--- src/rtl/reaction_timer_pkg.sv ---
`default_nettype none
// ============================================================================
//  Module      : reaction_timer_pkg
//  Description : Shared types for the multi-player reaction timer: FSM state
//                encoding, per-lane status encoding and a helper that sizes
//                the winner index.
//  Revision    : 1.0 - initial release
// ============================================================================
package reaction_timer_pkg;

   // Round sequencing states.
   typedef enum logic [2:0] {
      ST_IDLE        = 3'd0,
      ST_WAIT_MSG    = 3'd1,
      ST_RANDOM_WAIT = 3'd2,
      ST_MEASURE     = 3'd3,
      ST_RESULT_MSG  = 3'd4,
      ST_END_WAIT    = 3'd5
   } state_e;

   // Per-lane progress within one round. ACTIVE is zero so reset leaves
   // every lane without a cheat or slow flag.
   typedef enum logic [1:0] {
      LANE_ACTIVE = 2'd0,
      LANE_DONE   = 2'd1,
      LANE_CHEAT  = 2'd2,
      LANE_SLOW   = 2'd3
   } lane_status_e;

   // Width of the external Winner port.
   localparam int c_winner_w = 3;

   // Bits needed to index a player; a single player still needs one bit.
   function automatic int winner_idx_w(input int num_players);
      return (num_players > 1) ? $clog2(num_players) : 1;
   endfunction

endpackage
`default_nettype wire

--- src/rtl/reaction_timer_multi_lane.sv ---
`default_nettype none
// ============================================================================
//  Module      : reaction_lane
//  Description : One player lane: rising-edge press detector, round status
//                register and reaction-time latch, steered by phase strobes
//                from the round FSM. Next-state views are exported so the
//                top can decide transitions and the winner in the same cycle
//                the lane settles.
//  Revision    : 1.0 - initial release
// ============================================================================
module reaction_lane
   import reaction_timer_pkg::*;
#(
   parameter int TIME_W     = 10,
   parameter int SLOW_LIMIT = 1000
) (
   input  logic              clk,
   input  logic              rst,
   input  logic              i_start,
   input  logic              i_clear,
   input  logic              i_cheat_win,
   input  logic              i_measure,
   input  logic              i_slow_strike,
   input  logic [TIME_W-1:0] i_meas_cnt,
   output logic              o_press,
   output logic              o_cheat,
   output logic              o_slow,
   output logic [TIME_W-1:0] o_time,
   output logic              o_cheat_nx,
   output logic              o_settled_nx,
   output logic              o_done_nx,
   output logic [TIME_W-1:0] o_time_nx
);

   localparam logic [TIME_W-1:0] c_slow_time = TIME_W'(SLOW_LIMIT);

   logic              start_q, start_d;
   lane_status_e      status_q, status_d;
   logic [TIME_W-1:0] time_q, time_d;
   logic              press;

   // Next-state: clear opens a fresh round; only an ACTIVE lane can settle,
   // and the slow strike outranks a press landing on the same cycle.
   always_comb begin
      start_d  = i_start;
      press    = i_start & ~start_q;
      status_d = status_q;
      time_d   = time_q;
      if (i_clear) begin
         status_d = LANE_ACTIVE;
         time_d   = '0;
      end else if (status_q == LANE_ACTIVE) begin
         if (i_slow_strike) begin
            status_d = LANE_SLOW;
            time_d   = c_slow_time;
         end else if (i_cheat_win && press) begin
            status_d = LANE_CHEAT;
            time_d   = '0;
         end else if (i_measure && press) begin
            status_d = LANE_DONE;
            time_d   = i_meas_cnt;
         end
      end
   end

   // Lane state registers.
   always_ff @(posedge clk or posedge rst) begin
      if (rst) begin
         start_q  <= 1'b0;
         status_q <= LANE_ACTIVE;
         time_q   <= '0;
      end else begin
         start_q  <= start_d;
         status_q <= status_d;
         time_q   <= time_d;
      end
   end

   assign o_press      = press;
   assign o_cheat      = (status_q == LANE_CHEAT);
   assign o_slow       = (status_q == LANE_SLOW);
   assign o_time       = time_q;
   assign o_cheat_nx   = (status_d == LANE_CHEAT);
   assign o_settled_nx = (status_d != LANE_ACTIVE);
   assign o_done_nx    = (status_d == LANE_DONE);
   assign o_time_nx    = time_d;

endmodule
`default_nettype wire

--- src/rtl/reaction_timer_multi.sv ---
`default_nettype none
// ============================================================================
//  Module      : reaction_timer_multi
//  Description : Multi-player reaction timer. Arms a round on any press,
//                posts a wait message, holds a random delay, lights the LEDs
//                and timestamps each player's first press. Flags cheaters
//                and slow players, picks the winner and posts the result
//                over the LCDUpdate/LCDAck handshake.
//  Revision    : 1.0 - initial release
// ============================================================================
module reaction_timer_multi
   import reaction_timer_pkg::*;
#(
   parameter int NUM_PLAYERS = 2,
   parameter int TIME_W      = 10,
   parameter int RAND_W      = 13,
   parameter int LED_W       = 8,
   parameter int SLOW_LIMIT  = 1000,
   parameter int MIN_WAIT    = 100,
   parameter int END_WAIT    = 1000
) (
   input  logic                          Clk,
   input  logic                          Rst,
   input  logic [NUM_PLAYERS-1:0]        Start,
   input  logic [RAND_W-1:0]             RandomValue,
   input  logic                          LCDAck,
   output logic [LED_W-1:0]              LED,
   output logic [NUM_PLAYERS*TIME_W-1:0] ReactionTime,
   output logic [NUM_PLAYERS-1:0]        Cheat,
   output logic [NUM_PLAYERS-1:0]        Slow,
   output logic [c_winner_w-1:0]         Winner,
   output logic                          WinnerValid,
   output logic                          Wait,
   output logic                          LCDUpdate
);

   localparam int                IDX_W       = winner_idx_w(NUM_PLAYERS);
   localparam logic [TIME_W-1:0] c_slow_lim  = TIME_W'(SLOW_LIMIT);
   localparam logic [TIME_W-1:0] c_one_t     = TIME_W'(1);
   localparam logic [RAND_W-1:0] c_min_wait  = RAND_W'(MIN_WAIT);
   localparam logic [RAND_W-1:0] c_end_last  = RAND_W'(END_WAIT - 1);
   localparam logic [RAND_W-1:0] c_one_r     = RAND_W'(1);

   state_e                  state_q, state_d;
   logic [RAND_W-1:0]       wait_cnt_q, wait_cnt_d;
   logic [RAND_W-1:0]       wait_time_q, wait_time_d;
   logic [TIME_W-1:0]       meas_cnt_q, meas_cnt_d;
   logic [c_winner_w-1:0]   winner_q, winner_d;
   logic                    winner_valid_q, winner_valid_d;
   logic [LED_W-1:0]        led_q, led_d;
   logic                    wait_q, wait_d;
   logic                    lcd_update_q, lcd_update_d;

   // Phase strobes to the lanes.
   logic                    lane_clear;
   logic                    cheat_win;
   logic                    measure;
   logic                    slow_strike;

   // Lane views.
   logic [NUM_PLAYERS-1:0]  press;
   logic [NUM_PLAYERS-1:0]  cheat_nx;
   logic [NUM_PLAYERS-1:0]  settled_nx;
   logic [NUM_PLAYERS-1:0]  done_nx;
   logic [TIME_W-1:0]       time_nx [NUM_PLAYERS];

   // Winner search results.
   logic                    best_valid;
   logic [IDX_W-1:0]        best_idx;
   logic [TIME_W-1:0]       best_time;

   generate
      for (genvar i = 0; i < NUM_PLAYERS; i++) begin : g_lane
         reaction_lane #(
            .TIME_W     (TIME_W),
            .SLOW_LIMIT (SLOW_LIMIT)
         ) u_lane (
            .clk           (Clk),
            .rst           (Rst),
            .i_start       (Start[i]),
            .i_clear       (lane_clear),
            .i_cheat_win   (cheat_win),
            .i_measure     (measure),
            .i_slow_strike (slow_strike),
            .i_meas_cnt    (meas_cnt_q),
            .o_press       (press[i]),
            .o_cheat       (Cheat[i]),
            .o_slow        (Slow[i]),
            .o_time        (ReactionTime[i*TIME_W +: TIME_W]),
            .o_cheat_nx    (cheat_nx[i]),
            .o_settled_nx  (settled_nx[i]),
            .o_done_nx     (done_nx[i]),
            .o_time_nx     (time_nx[i])
         );
      end
   endgenerate

   // Winner: lowest time among lanes that will be DONE; strict compare in
   // ascending index order hands ties to the lowest index.
   always_comb begin
      best_valid = 1'b0;
      best_idx   = '0;
      best_time  = '0;
      for (int i = 0; i < NUM_PLAYERS; i++) begin
         if (done_nx[i] && (!best_valid || (time_nx[i] < best_time))) begin
            best_valid = 1'b1;
            best_idx   = IDX_W'(i);
            best_time  = time_nx[i];
         end
      end
   end

   // Round sequencer: next state, counters, lane strobes and result capture.
   always_comb begin
      state_d        = state_q;
      wait_cnt_d     = wait_cnt_q;
      wait_time_d    = wait_time_q;
      meas_cnt_d     = meas_cnt_q;
      winner_d       = winner_q;
      winner_valid_d = winner_valid_q;
      lane_clear     = 1'b0;
      cheat_win      = 1'b0;
      measure        = 1'b0;
      slow_strike    = 1'b0;

      case (state_q)
         ST_IDLE: begin
            if (|press) begin
               state_d        = ST_WAIT_MSG;
               lane_clear     = 1'b1;
               winner_d       = '0;
               winner_valid_d = 1'b0;
            end
         end
         ST_WAIT_MSG: begin
            if (LCDAck) begin
               wait_time_d = (RandomValue < c_min_wait) ? c_min_wait : RandomValue;
               wait_cnt_d  = '0;
               state_d     = ST_RANDOM_WAIT;
            end
         end
         ST_RANDOM_WAIT: begin
            cheat_win = 1'b1;
            if (&cheat_nx) begin
               state_d = ST_RESULT_MSG;
            end else if (wait_cnt_q == (wait_time_q - c_one_r)) begin
               meas_cnt_d = '0;
               state_d    = ST_MEASURE;
            end else begin
               wait_cnt_d = wait_cnt_q + c_one_r;
            end
         end
         ST_MEASURE: begin
            measure = 1'b1;
            if (meas_cnt_q == c_slow_lim) begin
               slow_strike = 1'b1;
               state_d     = ST_RESULT_MSG;
            end else if (&settled_nx) begin
               state_d = ST_RESULT_MSG;
            end else begin
               meas_cnt_d = meas_cnt_q + c_one_t;
            end
         end
         ST_RESULT_MSG: begin
            if (LCDAck) begin
               wait_cnt_d = '0;
               state_d    = ST_END_WAIT;
            end
         end
         ST_END_WAIT: begin
            if (wait_cnt_q == c_end_last) begin
               state_d = ST_IDLE;
            end else begin
               wait_cnt_d = wait_cnt_q + c_one_r;
            end
         end
         default: begin
            state_d = ST_IDLE;
         end
      endcase

      // Winner is captured from the lanes' settling values as RESULT_MSG is
      // entered so it is valid on the first result cycle.
      if ((state_d == ST_RESULT_MSG) && (state_q != ST_RESULT_MSG)) begin
         winner_d       = c_winner_w'(best_idx);
         winner_valid_d = best_valid;
      end

      led_d        = (state_d == ST_MEASURE) ? '1 : '0;
      wait_d       = (state_d == ST_WAIT_MSG) || (state_d == ST_RANDOM_WAIT);
      lcd_update_d = (state_d == ST_WAIT_MSG) || (state_d == ST_RESULT_MSG);
   end

   // Sequencer and output registers.
   always_ff @(posedge Clk or posedge Rst) begin
      if (Rst) begin
         state_q        <= ST_IDLE;
         wait_cnt_q     <= '0;
         wait_time_q    <= '0;
         meas_cnt_q     <= '0;
         winner_q       <= '0;
         winner_valid_q <= 1'b0;
         led_q          <= '0;
         wait_q         <= 1'b0;
         lcd_update_q   <= 1'b0;
      end else begin
         state_q        <= state_d;
         wait_cnt_q     <= wait_cnt_d;
         wait_time_q    <= wait_time_d;
         meas_cnt_q     <= meas_cnt_d;
         winner_q       <= winner_d;
         winner_valid_q <= winner_valid_d;
         led_q          <= led_d;
         wait_q         <= wait_d;
         lcd_update_q   <= lcd_update_d;
      end
   end

   assign LED         = led_q;
   assign Winner      = winner_q;
   assign WinnerValid = winner_valid_q;
   assign Wait        = wait_q;
   assign LCDUpdate   = lcd_update_q;

endmodule
`default_nettype wire

--- config.mk ---
export PLATFORM = sky130hd
export DESIGN_NAME = reaction_timer_multi
export DESIGN_NICKNAME = d
export VERILOG_FILES = /design/src/rtl/reaction_timer_pkg.sv /design/src/rtl/reaction_timer_multi_lane.sv /design/src/rtl/reaction_timer_multi.sv
export SDC_FILE = /design/constraint.sdc
export NUM_CORES = 1
export LEC_CHECK = 0
export CAP_MARGIN = 20
export CORE_MARGIN = 2
export CORE_UTILIZATION = 60
export CTS_CLUSTER_SIZE = 8
export DETAILED_ROUTE_END_ITERATION = 10
export PLACE_DENSITY = 0.95
export SETUP_SLACK_MARGIN = 0.1
export SLEW_MARGIN = 25
export SYNTH_ARGS = -nofsm -noshare
export SYNTH_HDL_FRONTEND = slang
export SYNTH_HIERARCHICAL = 1
export SYNTH_SLANG_ARGS = --single-unit
--- constraint.sdc ---
create_clock -name Clk -period 5.35 [get_ports Clk]
set_input_delay 0.8025 -clock Clk [delete_from_list [all_inputs] [get_ports Clk]]
set_output_delay 0.8025 -clock Clk [all_outputs]
set_load 0.02 [all_outputs]
==> qor.yml <==
setup_path:
  crit_chain: "clkdlybuf4s50_1 -> and2b_2 -> o211ai_1 -> clkinv_1 -> o2bb2ai_1 -> a22o_1 -> nand2_1 -> ha_1 -> a21o_1 -> a21oi_1 -> o21ai_0 -> a31oi_1 -> o21ai_0 -> a31oi_1"
  crit_type: "input pin to register"
  cpPeakStageDelay_ns: 0.88
  cp.arrival_ns: 4.83
  r2r_cells: 13
  end_kind: "register"
  startpoint_type: "input pin"
  cpMaxStageDelayCell: "clkinv_1"
  worst_ep_required_time_ns: 5.63
  cp_max_fo: 36
cells_and_area:
  final_cell_mix: "dfrtp_1, clkdlybuf4s50_1, nand2_1, a21oi_1, inv_1"
  antenna_cells: 0
  drive_above_1_share_pct: 10.0
  mostFrequentLayoutCell: "dfrtp_1"
  synthToLayoutAreaGrowth_pct: 13.7
  nNetsFinal: 585
synthesis:
  synth_area_leader_cell: "dfrtp_1"
  yosysTopAreaCellShare_pct: 37.0
  yosys.area_share.xor_xnor_pct: 2.77
  synthSimpleGateAreaFrac_pct: 22.9
  synth_area_um2: 4740
  yosys-mux-area-fraction_pct: 6.50
  syn_inst: 521
  synth-compound-area-share_pct: 20.3
  yosys_warnings: 6
  yosysSeqAreaShare_pct: 37.0
  ys_ff_latch: 70
  synth_ff_type: "dfrtp_1"
  async_reset_ff_share_pct: 100
  synth-edff-count: 0
  yosys-top-cells-area: "dfrtp_1, mux2i_1, a21oi_1"
  synth_top_family_by_area: "simple AND/OR/NAND/NOR gates"
  synthAdderAreaFrac_pct: 3.43
  avgSynthCellArea_um2: 9.09
  synthDistinctLibCells: 77
global_route:
  grt_pass1_vias: 4257
  antenna_found_initial: 0
  grt_max_degree: 45
  overflow: 0
  track_usage_pct: 30.3
  grt_pass1_wl_mm: 20.7
clocking:
  hold_buffers: 0
  clock_sinks: 70
  cts_tree: "built"
  clockBufferDepth: 2
  clockRootBuffer: "clkbuf_8"
  clkTransAtPathRegs_ns: 0.08
  post-cts-setup-buffers: 0
  clock_latency_ns: 0.35
  cts_resized: 0
  cts_max_level: 3
  numCtsBuffers: 9
floorplan:
  io_pins: 56
  dieArea_um2: 8620
  initial_core_util_pct: 61.6
  die_x_um: 92.8
  die_h_um: 92.8
  core_area_um2: 7690
  std_cell_rows: 32
drt:
  drt_wl_total_mm: 12.7
  drt-initial-drc-count: 518
  vias: 4416
  wl_per_cell_um: 19.2
  dr.pass1.iters: 5
  wl_met3_mm: 1.16
  detail-route-antenna-nets: 0
  drcViolationCount: 0
  met2_length_mm: 6.02
  routed.top_layer: "met4"
  via_per_inst: 6.68
  drt-met1-wl_mm: 4.91
sta:
  maxSlewViolCount: 0
  max_clock_freq_ghz: 0.219
  rsz0062_at_grt: "false"
  finalSetupViolCount: 0
  timing.final.crit_share_pct: 85.2
  post-route-min-period_ns: 4.56
  final-hold-violation-count: 0
  skew_ns: 0.0137
  relSlewSlack_pct: 33.6
  worstMarginPinSlew_ns: 0.990
  post-route-worst-setup-slack_ns: 0.793
  fin_tns_setup_ns: 0
placement:
  dp_hpwl_mm: 9.15
  portBuffers: 53
  place_congestion: 0.918
  pre_cts_slack_ns: 0.907
power_and_ir_drop:
  ir_drop_uv: 301
  p_leak_uw: 0.00233
  pwr_density_cell_nw_per_um2: 521
worst_hold_path:
  min_path_cells: 1
  hold_path.class: "register to register"
status:
  status: "finished clean"
flow_run:
  drv_cap: 0
-- final cells by class --
cell class / instances / area, um^2
Multi-Input combinational cell: 386 / 2660
Fill cell: 538 / 2300
Sequential cell: 70 / 1750
Timing Repair Buffer: 57 / 561
Tap cell: 102 / 128
Clock buffer: 9 / 124
Inverter: 30 / 113
Clock inverter: 7 / 51.3
-- cell usage after synthesis, types with 9 or more instances --
| cell | instances |
|---|---|
| mux2i_1 | 24 |
| a31oi_1 | 9 |
| buf_4 | 9 |
| o22ai_1 | 12 |
| nand3_1 | 25 |
| clkbuf_1 | 17 |
| nor3_1 | 14 |
| nor2_1 | 28 |
| o21ai_0 | 20 |
| o21bai_1 | 9 |
| nand2_1 | 39 |
| ha_1 | 13 |
| dfrtp_1 | 70 |
| a21oi_1 | 33 |
| inv_1 | 30 |
-- metal layers --
layer | global-route usage [%] | vias up
met5 | 0 | -
met1 | 38.5 | 2095
met3 | 6.83 | 63
met2 | 47.5 | 297
li1 | - | 1961
met4 | 17.4 | 0
-- cell families after synthesis --
family	Yosys count
other	1
AND/OR/NAND/NOR	189
multiplexers	30
buffers and inverters	66
AO/OA/AOI/OAI	137
adder cells (fa/ha/maj)	13
XOR/XNOR	15
flip-flops	70
-- registers in the layout (all words and copies together) (netlist names), 2 cells and up --
register / cells
g_lane.u_lane/start_q: 2
g_lane.u_lane/status_q: 4
wait_time_q: 13
g_lane.u_lane/o_time: 20
state_q: 3
wait_cnt_q: 13
meas_cnt_q: 10
-- final timing paths --
kind / startpoint / to / slack [ns]
setup / recovery: Start[0] / Winner[0] / 0.79
hold / removal: wait_time_q[12] / wait_time_q[12] / 0.53
setup reg to reg: g_lane[0].u_lane/start_q / Winner[0] / 1.36
hold reg to reg: wait_time_q[12] / wait_time_q[12] / 0.53
max in group asynchronous: Rst / wait_cnt_q[6] / 3.93
min in group asynchronous: Rst / g_lane[1].u_lane/o_time[3] / 0.85
-- per-stage QoR --
stage          total power [uW]  instances  util, %  hold WS, ns  cell area (um^2)
6_report                   2810        661     70.0        0.533              5380
3_5_place_dp               2390        645     67.8        0.520              5210
4_1_cts                    2780        661     70.0        0.537              5380
3_3_place_gp               2300        645     67.8        0.512              5210
2_1_floorplan              2020        522        -        0.500              4740
5_1_grt                    2980        661     70.0        0.564              5380
-- worst max-delay path, delay by kind of cell --
kind	cells	cell delay [ns]
AOI/OAI and AO/OA	9	2.06
buffers and inverters	2	1.35
and+or+nand+nor	2	0.35
adders and majority gates	1	0.27
-- where the power goes --
part	switching (uW)	internal [uW]
combinational	888	601
clock	215	168
sequential	251	684
Note: power is estimated with default switching activity, not from simulation.
